<file path="src/rtl/nes_boot_pkg.sv">
// Shared definitions for the host boot-stream to GameLoader bridge.
package nes_boot_pkg;

    // First byte of the iNES header magic ("NES\x1A").
    localparam logic [7:0] INES_SYNC_BYTE = 8'h4E;

    // Host 4-phase handshake states.
    typedef enum logic {
        IDLE = 1'b0,
        ACK  = 1'b1
    } hs_state_e;

    // Index of the byte currently presented from the unpack word.
    typedef logic [1:0] byte_idx_t;

    // Select a byte from a word, index 0 being the most significant byte.
    function automatic logic [7:0] byte_sel(input logic [31:0] word, input byte_idx_t idx);
        logic [7:0] b;
        case (idx)
            2'd0:    b = word[31:24];
            2'd1:    b = word[23:16];
            2'd2:    b = word[15:8];
            default: b = word[7:0];
        endcase
        return b;
    endfunction

endpackage

</file>
<file path="src/rtl/boot_word_fifo.sv">
// Single-clock word FIFO with registered full/empty flags and a show-ahead
// read port (rdata is the head entry whenever empty is low).
module boot_word_fifo #(
    parameter int DEPTH = 4,
    parameter int W     = 32
) (
    input  logic         clk,
    input  logic         reset_n,
    input  logic         push,
    input  logic [W-1:0] wdata,
    input  logic         pop,
    output logic [W-1:0] rdata,
    output logic         full,
    output logic         empty
);

    localparam int AW = $clog2(DEPTH);

    logic [W-1:0]  mem_q [DEPTH];
    logic [AW-1:0] wr_ptr_q, rd_ptr_q;
    logic [AW:0]   count_q, count_d;
    logic          full_q, empty_q;
    logic          do_push, do_pop;

    // Flags are registered, so a push into a full FIFO is refused even if a
    // pop frees the slot in the same cycle.
    assign do_push = push && !full_q;
    assign do_pop  = pop && !empty_q;
    assign rdata   = mem_q[rd_ptr_q];
    assign full    = full_q;
    assign empty   = empty_q;

    // Occupancy after this cycle's push/pop.
    always_comb begin
        count_d = count_q;
        if (do_push && !do_pop) count_d = count_q + (AW+1)'(1);
        if (do_pop && !do_push) count_d = count_q - (AW+1)'(1);
    end

    // Storage array; contents need no reset since the pointers gate reads.
    always_ff @(posedge clk) begin
        if (do_push) mem_q[wr_ptr_q] <= wdata;
    end

    // Pointers, occupancy and flags; pointers wrap naturally (power-of-2 depth).
    always_ff @(posedge clk) begin
        if (!reset_n) begin
            wr_ptr_q <= '0;
            rd_ptr_q <= '0;
            count_q  <= '0;
            full_q   <= 1'b0;
            empty_q  <= 1'b1;
        end else begin
            if (do_push) wr_ptr_q <= wr_ptr_q + AW'(1);
            if (do_pop)  rd_ptr_q <= rd_ptr_q + AW'(1);
            count_q <= count_d;
            full_q  <= (count_d == (AW+1)'(DEPTH));
            empty_q <= (count_d == '0);
        end
    end

endmodule

</file>
<file path="src/rtl/boot_byte_streamer.sv">
// Host boot-word to GameLoader byte bridge: 4-phase word capture, word FIFO,
// MSB-first byte unpacker, rom_size truncation and progress/done reporting.
// Optional feature macro: BOOT_HDR_SYNC_EN -- suppress bytes ahead of the
// first iNES sync byte (they are still counted in bytes_loaded).
module boot_byte_streamer
    import nes_boot_pkg::*;
#(
    parameter int FIFO_DEPTH = 4,
    parameter int CNT_W      = 32
) (
    input  logic             clk,
    input  logic             reset_n,
    input  logic [31:0]      host_bootdata,
    input  logic             host_bootdata_req,
    output logic             host_bootdata_ack,
    input  logic [CNT_W-1:0] rom_size,
    output logic [7:0]       out_data,
    output logic             out_valid,
    input  logic             out_ready,
    output logic [CNT_W-1:0] bytes_loaded,
    output logic             sync_found,
    output logic             done
);

    hs_state_e        state_q, state_d;
    logic [CNT_W-1:0] words_in_q, words_in_d;
    logic             capture, room, push, pop;
    logic             fifo_full, fifo_empty;
    logic [31:0]      fifo_rdata;

    logic [31:0]      word_q, word_d;
    byte_idx_t        idx_q, idx_d;
    logic             busy_q, busy_d;
    logic [CNT_W-1:0] cnt_q, cnt_d;
    logic             sync_q, sync_d;
    logic [7:0]       cur_byte;
    logic             present, consume, last;

    boot_word_fifo #(
        .DEPTH (FIFO_DEPTH),
        .W     (32)
    ) u_fifo (
        .clk     (clk),
        .reset_n (reset_n),
        .push    (push),
        .wdata   (host_bootdata),
        .pop     (pop),
        .rdata   (fifo_rdata),
        .full    (fifo_full),
        .empty   (fifo_empty)
    );

    // A word is captured (and acked) whenever there is FIFO room; it is only
    // stored while the stream still needs bytes, otherwise silently dropped.
    assign capture = (state_q == IDLE) && host_bootdata_req && !fifo_full;
    assign room    = {words_in_q, 2'b00} < {2'b00, rom_size};
    assign push    = capture && room;
    assign host_bootdata_ack = (state_q == ACK);

    // Handshake next state and accepted-word counter.
    always_comb begin
        state_d    = state_q;
        words_in_d = words_in_q;
        case (state_q)
            IDLE: begin
                if (capture) begin
                    state_d = ACK;
                    if (room) words_in_d = words_in_q + CNT_W'(1);
                end
            end
            ACK: begin
                if (!host_bootdata_req) state_d = IDLE;
            end
            default: state_d = IDLE;
        endcase
    end

    // Handshake state register.
    always_ff @(posedge clk) begin
        if (!reset_n) begin
            state_q    <= IDLE;
            words_in_q <= '0;
        end else begin
            state_q    <= state_d;
            words_in_q <= words_in_d;
        end
    end

    assign cur_byte = byte_sel(word_q, idx_q);

`ifdef BOOT_HDR_SYNC_EN
    // Until sync, bytes other than the sync byte are swallowed at 1/cycle.
    assign present    = sync_q || (cur_byte == INES_SYNC_BYTE);
    assign sync_d     = sync_q || (busy_q && cur_byte == INES_SYNC_BYTE);
    assign sync_found = sync_d;
`else
    assign present    = 1'b1;
    assign sync_d     = 1'b1;
    assign sync_found = sync_q;
`endif

    assign out_valid    = busy_q && present;
    assign out_data     = out_valid ? cur_byte : 8'h00;
    assign consume      = busy_q && (present ? out_ready : 1'b1);
    assign last         = ({1'b0, cnt_q} + (CNT_W+1)'(1)) >= {1'b0, rom_size};
    assign bytes_loaded = cnt_q;
    assign done         = (cnt_q == rom_size) && fifo_empty && !busy_q;

    // Unpacker: advance byte index, refill from FIFO on the 4th byte so the
    // output stays back-to-back, stop after the rom_size-th byte.
    always_comb begin
        word_d = word_q;
        idx_d  = idx_q;
        busy_d = busy_q;
        cnt_d  = cnt_q;
        pop    = 1'b0;
        if (consume) begin
            if (cnt_q != rom_size) cnt_d = cnt_q + CNT_W'(1);
            if (last) begin
                busy_d = 1'b0;
            end else if (idx_q == 2'd3) begin
                if (!fifo_empty) begin
                    pop    = 1'b1;
                    word_d = fifo_rdata;
                    idx_d  = 2'd0;
                end else begin
                    busy_d = 1'b0;
                end
            end else begin
                idx_d = idx_q + 2'd1;
            end
        end else if (!busy_q && !fifo_empty) begin
            pop    = 1'b1;
            word_d = fifo_rdata;
            idx_d  = 2'd0;
            busy_d = 1'b1;
        end
    end

    // Unpacker, byte counter and sync-flag registers.
    always_ff @(posedge clk) begin
        if (!reset_n) begin
            word_q <= '0;
            idx_q  <= '0;
            busy_q <= 1'b0;
            cnt_q  <= '0;
            sync_q <= 1'b0;
        end else begin
            word_q <= word_d;
            idx_q  <= idx_d;
            busy_q <= busy_d;
            cnt_q  <= cnt_d;
            sync_q <= sync_d;
        end
    end

endmodule
</file>
<file path="config.mk">
export PLATFORM = sky130hd
export DESIGN_NAME = boot_byte_streamer
export DESIGN_NICKNAME = d
export VERILOG_FILES = /design/src/rtl/nes_boot_pkg.sv /design/src/rtl/boot_word_fifo.sv /design/src/rtl/boot_byte_streamer.sv
export SDC_FILE = /design/constraint.sdc
export NUM_CORES = 1
export LEC_CHECK = 0
export BUFFER_PORTS_ARGS = -buffer_cell sky130_fd_sc_hd__buf_2
export CAP_MARGIN = 15
export CELL_PAD_IN_SITES_DETAIL_PLACEMENT = 1
export CELL_PAD_IN_SITES_GLOBAL_PLACEMENT = 2
export CORE_ASPECT_RATIO = 0.8
export CORE_MARGIN = 2
export CORE_UTILIZATION = 44
export DETAILED_ROUTE_END_ITERATION = 6
export GPL_ROUTABILITY_DRIVEN = 1
export PLACE_DENSITY = 0.93
export SYNTH_ARGS = -nofsm -noshare
export SYNTH_HDL_FRONTEND = slang
export SYNTH_SLANG_ARGS = --single-unit
</file>
<file path="constraint.sdc">
create_clock -name clk -period 8 [get_ports clk]
set_input_delay 1.2 -clock clk [delete_from_list [all_inputs] [get_ports clk]]
set_output_delay 1.2 -clock clk [all_outputs]
set_load 0.005 [all_outputs]
</file>
# After elaboration in Yosys (flattened, before gate mapping)
# Memories as Yosys holds them, arrays and structs flattened. A register that Yosys moved wholly into a read port is not among the register bits.
# Cells that the tools add are included.
[classes]
add_sub_neg = 8
n_lt_le_gt_ge = 2
n_eq_ne = 12
n_mux = 32
bitwise = 1
n_reduce_logical = 24
[op_table]
columns = ["cell", "n"]
rows = [
  ["$mux 32", 5],
  ["$add 32x1->32 const B", 2],
  ["$lt 34x32->1", 1],
  ["$add 32x1->33 const B", 1],
  ["$ge 33x32->1", 1],
  ["$eq 32x32->1", 1],
  ["$ne 32x32->1", 1],
  ["$pmux 8 s3", 1],
  ["$mux 1", 15],
  ["$mux 2", 7],
  ["$logic_and 1x1->1", 11],
  ["$reduce_and 3->1", 3],
  ["$mux 8", 1],
  ["$add 2x1->2 const B", 3],
  ["$mux 3", 2],
  ["$ne 3x1->1 const B", 2],
  ["$logic_not 1->1", 5],
  ["$eq 2x2->1 const B", 2],
  ["$ne 2x2->1 const B", 2],
  ["$reduce_and 4->1", 1],
  ["$add 3x1->3 const B", 1],
  ["$eq 3x3->1 const B", 1],
  ["$logic_not 3->1", 1],
  ["$ne 3x3->1 const B", 1],
  ["other kinds (8)", 8],
]
[totals]
ff_bits = 110
mem_bits_rw = 128
out_inout_bits = 44
wordCells = 92
memories = 1
[mem_list]
columns = ["memory", "depth", "width", "rd", "rd_ports_with_merged_regs", "write_ports", "line_no", "rtl"]
rows = [
  ["u_fifo.mem_q", 4, 32, 1, 1, 1, "boot_word_fifo.sv:19", "logic [W-1:0] mem_q [DEPTH];"],
]

# Logic depth before layout (Yosys ltp)
[depth]
depth_word = 10
mapped_depth = 18
depth_no_buf = 17

# Modules after synthesis
# From an unflattened synthesis, not the netlist that was laid out.
[hier_totals]
cells_unflattened = 1094
hier_area_um2 = 12304.3
[modules_own_cells]
columns = ["mod", "instances", "cells_each", "area_per_inst_um2"]
rows = [
  ["boot_byte_streamer", 1, 860, 7048.0],
  ["boot_word_fifo", 1, 234, 5256.3],
]

# Worst setup path before layout
# No wires, ideal clock.
[synth_timing]
path_kind = "input-to-reg"
startpoint = "in rom_size[2]"
endpoint = "mem u_fifo.mem_q[0][0] (enable)"
arrival_ns = 3.759
slack_ns = 3.849
stages = 10
n_path_buf = 2
cell_sequence = "inv_1 > ha_1 > nor3b_1 > or4_1 > a21oi_1 > o221ai_1 > a211oi_2 > buf_4 > buf_2 > and2_1"
[synth_via]
elab_chain_len = 5
[synth_lines]
columns = ["element", "line_no", "rtl"]
rows = [
  ["start, declared", "boot_byte_streamer.sv:16", "input logic [CNT_W-1:0] rom_size,"],
  ["$lt 34x32->1", "boot_byte_streamer.sv:56", "assign room = {words_in_q, 2'b00} < {2'b00, rom_size};"],
  ["$logic_and 1x1->1", "boot_byte_streamer.sv:57", "assign push = capture && room;"],
  ["$logic_and 1x1->1", "boot_word_fifo.sv:27", "assign do_push = push && !full_q;"],
  ["$mux 1", "boot_word_fifo.sv:42", "if (do_push) mem_q[wr_ptr_q] <= wdata;"],
  ["$mux 1 (implied by the code)", "boot_word_fifo.sv:42", ""],
  ["end, declared", "boot_word_fifo.sv:19", ""],
]
# No other way between the ends.

# Worst setup path in the final report
[layout_timing]
startpoint = "reg cnt_q[1] (netlist: bytes_loaded[1])"
endpoint = "reg u_fifo.empty_q (netlist: u_fifo.empty)"
[layout_via]
elab_chain_len = 10
[layout_lines]
columns = ["element", "line_no", "rtl"]
rows = [
  ["start, declared", "boot_byte_streamer.sv:34", "logic [CNT_W-1:0] cnt_q, cnt_d;"],
  ["start signal, assigned", "boot_byte_streamer.sv:152", "cnt_q <= cnt_d;"],
  ["$add 32x1->33 *", "boot_byte_streamer.sv:105", "assign last = ({1'b0, cnt_q} + (CNT_W+1)'(1)) >= {1'b0, rom_size};"],
  ["$ge 33x32->1 *", "boot_byte_streamer.sv:105", ""],
  ["$mux 1 *", "boot_byte_streamer.sv:119", "if (last) begin"],
  ["$mux 1 *", "boot_byte_streamer.sv:117", "if (consume) begin"],
  ["$logic_and 1x1->1 *", "boot_word_fifo.sv:28", "assign do_pop = pop && !empty_q;"],
  ["$logic_not 1->1", "boot_word_fifo.sv:36", "if (do_push && !do_pop) count_d = count_q + (AW+1)'(1);"],
  ["$logic_and 1x1->1", "boot_word_fifo.sv:36", ""],
  ["$mux 3", "boot_word_fifo.sv:36", ""],
  ["$mux 3 *", "boot_word_fifo.sv:37", "if (do_pop && !do_push) count_d = count_q - (AW+1)'(1);"],
  ["$logic_not 3->1 *", "boot_word_fifo.sv:58", "empty_q <= (count_d == '0);"],
  ["end signal, assigned", "boot_word_fifo.sv:58", ""],
  ["end, declared", "boot_word_fifo.sv:22", "logic full_q, empty_q;"],
]
# Mark *: on every way between the ends. The rest lies on a longest branch, timed or not.
# A chain may end at the register's enable or synchronous reset.

==> metrics.md <==
| Metric | Value |
|---|---|
| Dpl hpwl | `20.8 mm` |
| Initial Util | `0.445` |
| Via count | `7,969` |
| Skew-Pair Late Insertion Delay | `0.55 ns` |
| Share of post-route cells with drive strength above 1 | `0.175` |
| DRT Wirelength | `29.3 mm` |
| Setup CP Type | `reg2reg` |
| Worst slew pin tran | `1.00 ns` |
| Slew Limit Headroom | `0.332` |
| Post-Synth Adder-Cell Area | `0.0776` |
| # rows | `54` |
| Die Ht | `152 microns` |
| Synth Area per Inst | `11.8 sq um` |
| # DRC | `0` |
| Post-synth EDFFs | `128` |
| Via density per instance | `5.33` |
| Mapped Area | `12,100 sq um` |
| Ys flop type | `edfxtp_1` |
| P_sw | `935 uW` |
| CP cell instances | `ha_1, nand4_1, nor4_4, and4_4, nand3_1, nor2_1, xor2_1, ha_1, nand4_1, nor2_1, nand4_1, a211oi_1, nor3_2, a31oi_4, buf_4, mux2i_1, mux2i_2, a21oi_1` |
| Total core area | `27,100 sq um` |
| Setup WS pre-CTS | `3.08 ns` |
| Setup TNS after final layout | `0 ns` |
| XOR/XNOR Fraction of Synth Area | `0.0821` |
| Worst-path maximum fanout | `41` |
| CP max stage cell | `nor4_4` |
| Port buffer count | `111` |
| H-Tree Depth | `1` |
| Yosys Warn Count | `0` |
| Die X-Extent | `189 microns` |
| Final core utilization | `0.505` |
| Clk root buf | `clkbuf_16` |
| Area Growth Syn to Fin | `13.4%` |
| Io pins | `112` |
| Hold slack | `0.435 ns` |
| Top cell type's share of synthesized area | `0.319` |
| Final setup viols | `0` |
| TritonCTS clock tree | `built` |
| P_int | `2.39 mW` |
| Worst Hold Depth | `1` |
| Count of different cell masters after synthesis | `59` |
| CP Data Arrival Time | `5.25 ns` |
| Type of the most critical hold path | `reg2reg` |
| Switching Fraction | `0.281` |
| Worst ir drop on vdd | `0.185 mV` |
| Mux contribution to synthesized area | `0.0916` |
| Count leader, synth | `edfxtp_1` |
| Initial drt markers | `516` |
| CTS clk-pin slew, worst paths | `0.06 ns` |
| Cts hold-fix bufs | `0` |
| Synth cell count leaders | `128 x edfxtp_1, 112 x dfxtp_1, 74 x ha_1, 70 x nand2_1, 68 x xor2_1` |
| Main combinational cell family by area after synthesis | `simple AND/OR/NAND/NOR gates` |
| Antenna Cells | `0` |
| Final GP Congestion | `0.861` |
| Max-Cap Viols | `0` |
| CP most frequent cell | `nand4_1` |
| Largest cells by area after synthesis | `edfxtp_1 32%, dfxtp_1 19%, ha_1 7.7%` |
| Final Hold Viols | `0` |
| Antenna violations before repair | `0` |
| Die Area | `28,700 sq um` |
| Status | `completed` |
| Vias in the first global route | `8,212` |
| Grt total ovfl | `0` |
| Post-CTS Setup Bufs | `0` |
| Final worst slack | `3.13 ns` |
| Fin crit share | `0.609` |
| GRT Overall Usage | `0.205` |
| Clock share of power | `0.343` |
| First-pass GRT wire length | `46.5 mm` |
| Async set-reset flop share out of synthesis | `0` |
| R2R depth | `18` |
| Post-synthesis sequential area ratio | `0.505` |
| Final #Nets | `1,255` |
| Compound-cell area share of the yosys netlist | `0.0595` |
| Routed WL per cell | `19.6 microns` |
| Clock skew | `0.0187 ns` |
| Net count after synthesis | `1,163` |
| Largest net degree at the start of global routing | `114` |
| RSZ-0062 raised after global routing | `false` |
| Gate Count Post-Synth | `1,021` |
| Setup crit end kind | `register` |
| Power share of the sequential group | `0.456` |
| Post-CTS Resized | `0` |
| Post-Synth Simple-Gate Area | `0.147` |
| Maximum clock path buffer count | `3` |
| Dominant cell type by area after synthesis | `edfxtp_1` |
| Min Clock Period, post-route | `4.87 ns` |
| Comb pwr share | `0.201` |
| Pre-Repair DR Iteration Count | `7` |
| Sink Count | `240` |
| LEAKAGE | `5.82 nW` |
| Post-synthesis register bit count | `240` |
| Highest cell delay on the worst timing path | `0.59 ns` |
| WP data required | `8.38 ns` |
| Fmax | `0.205 GHz` |
| P per Cell Area | `243 nW/um^2` |
| Post-route ant nets | `0` |
| Final-report max-slew violation count | `0` |
| Crit path launch type | `register` |
| Num CTS Buffers | `25` |
| Tot Pwr | `3.33 mW` |
-- kinds of logic after synthesis --
kind of cell / Yosys count
and+or+nand+nor: 318
DFF: 240
xor gates and xnor gates: 113
buffers and inverters: 107
AOI/OAI and AO/OA: 98
adders and majority gates: 75
muxes: 70
-- power by group through the flow --
stage                     clock network [mW]  registers, mW  logic, mW
after floorplan                            0           1.50      0.523
after global placement                     0           1.53      0.649
after detailed placement                   0           1.54      0.674
after CTS                               1.17           1.52      0.678
after global routing                    1.21           1.53      0.734
final                                   1.14           1.52      0.668
-- final timing paths --
check	end	slack, ns	from
worst max-delay path	u_fifo.empty$_SDFF_PN1_	3.13	bytes_loaded[1]$_SDFFE_PN0P_
worst min-delay path	host_bootdata_ack$_SDFF_PN0_	0.44	u_fifo.full$_SDFF_PN0_
worst max register to register	u_fifo.empty$_SDFF_PN1_	3.13	bytes_loaded[1]$_SDFFE_PN0P_
worst min register to register	host_bootdata_ack$_SDFF_PN0_	0.44	u_fifo.full$_SDFF_PN0_
-- critical path: cells and delay by family (launching register included) --
family	cells	cell delay [ns]
flops	1	0.40
fa+ha+maj	2	0.57
simple gates	9	2.03
xor+xnor	1	0.10
buf+inv	1	0.53
mux	2	0.58
compound gates	3	0.48
-- sequential cells by signal, summed over array words and instances, names as in the netlist, 2 cells and up, named ones only --
name,count
u_fifo.count_q,3
u_fifo.rd_ptr_q,2
words_in_q,32
idx_q,2
u_fifo.mem_q,128
bytes_loaded,32
u_fifo.wr_ptr_q,2
word_q,32
-- layout by cell type, fill, tap and decap left out, types with 10 or more instances in the layout --
cell type,count
edfxtp_1,128
dfxtp_1,111
buf_2,111
ha_1,74
nand2_1,70
xor2_1,68
and2_1,57
inv_1,50
xnor2_1,45
nor2b_1,40
mux2i_1,37
mux4_2,32
nor2_1,26
clkbuf_16,25
nand4_1,23
a21oi_1,23
nand3_1,22
o21ai_0,17
and3_1,15
nor3_1,14
nor4_1,12
or3_1,11
a21boi_0,11
buf_4,10
-- final cells by class --
class / count / area, sq um
clock buffers: 33 / 656
clock inverters: 12 / 133
fillers: 2875 / 13400
inverters: 51 / 191
multi-input cells: 674 / 5520
flip-flops and latches: 240 / 6090
well taps: 364 / 455
repair buffers: 121 / 631
-- metal layers --
metal  track usage  up-vias  routed length [microns]
met5             0        -                        0
met4        0.0394        0                      391
met3        0.0310       32                     1280
met2         0.323      144                    13600
met1         0.303     3947                    14100
li1              -     3846                        -
-- through the flow --
stage	cells	cell area, sq um
floorplan	1021	12100
global placement	1450	12900
detailed placement	1450	12900
CTS	1495	13700
global route	1495	13700
finish	1495	13700
(Power assumes the default switching activity.)
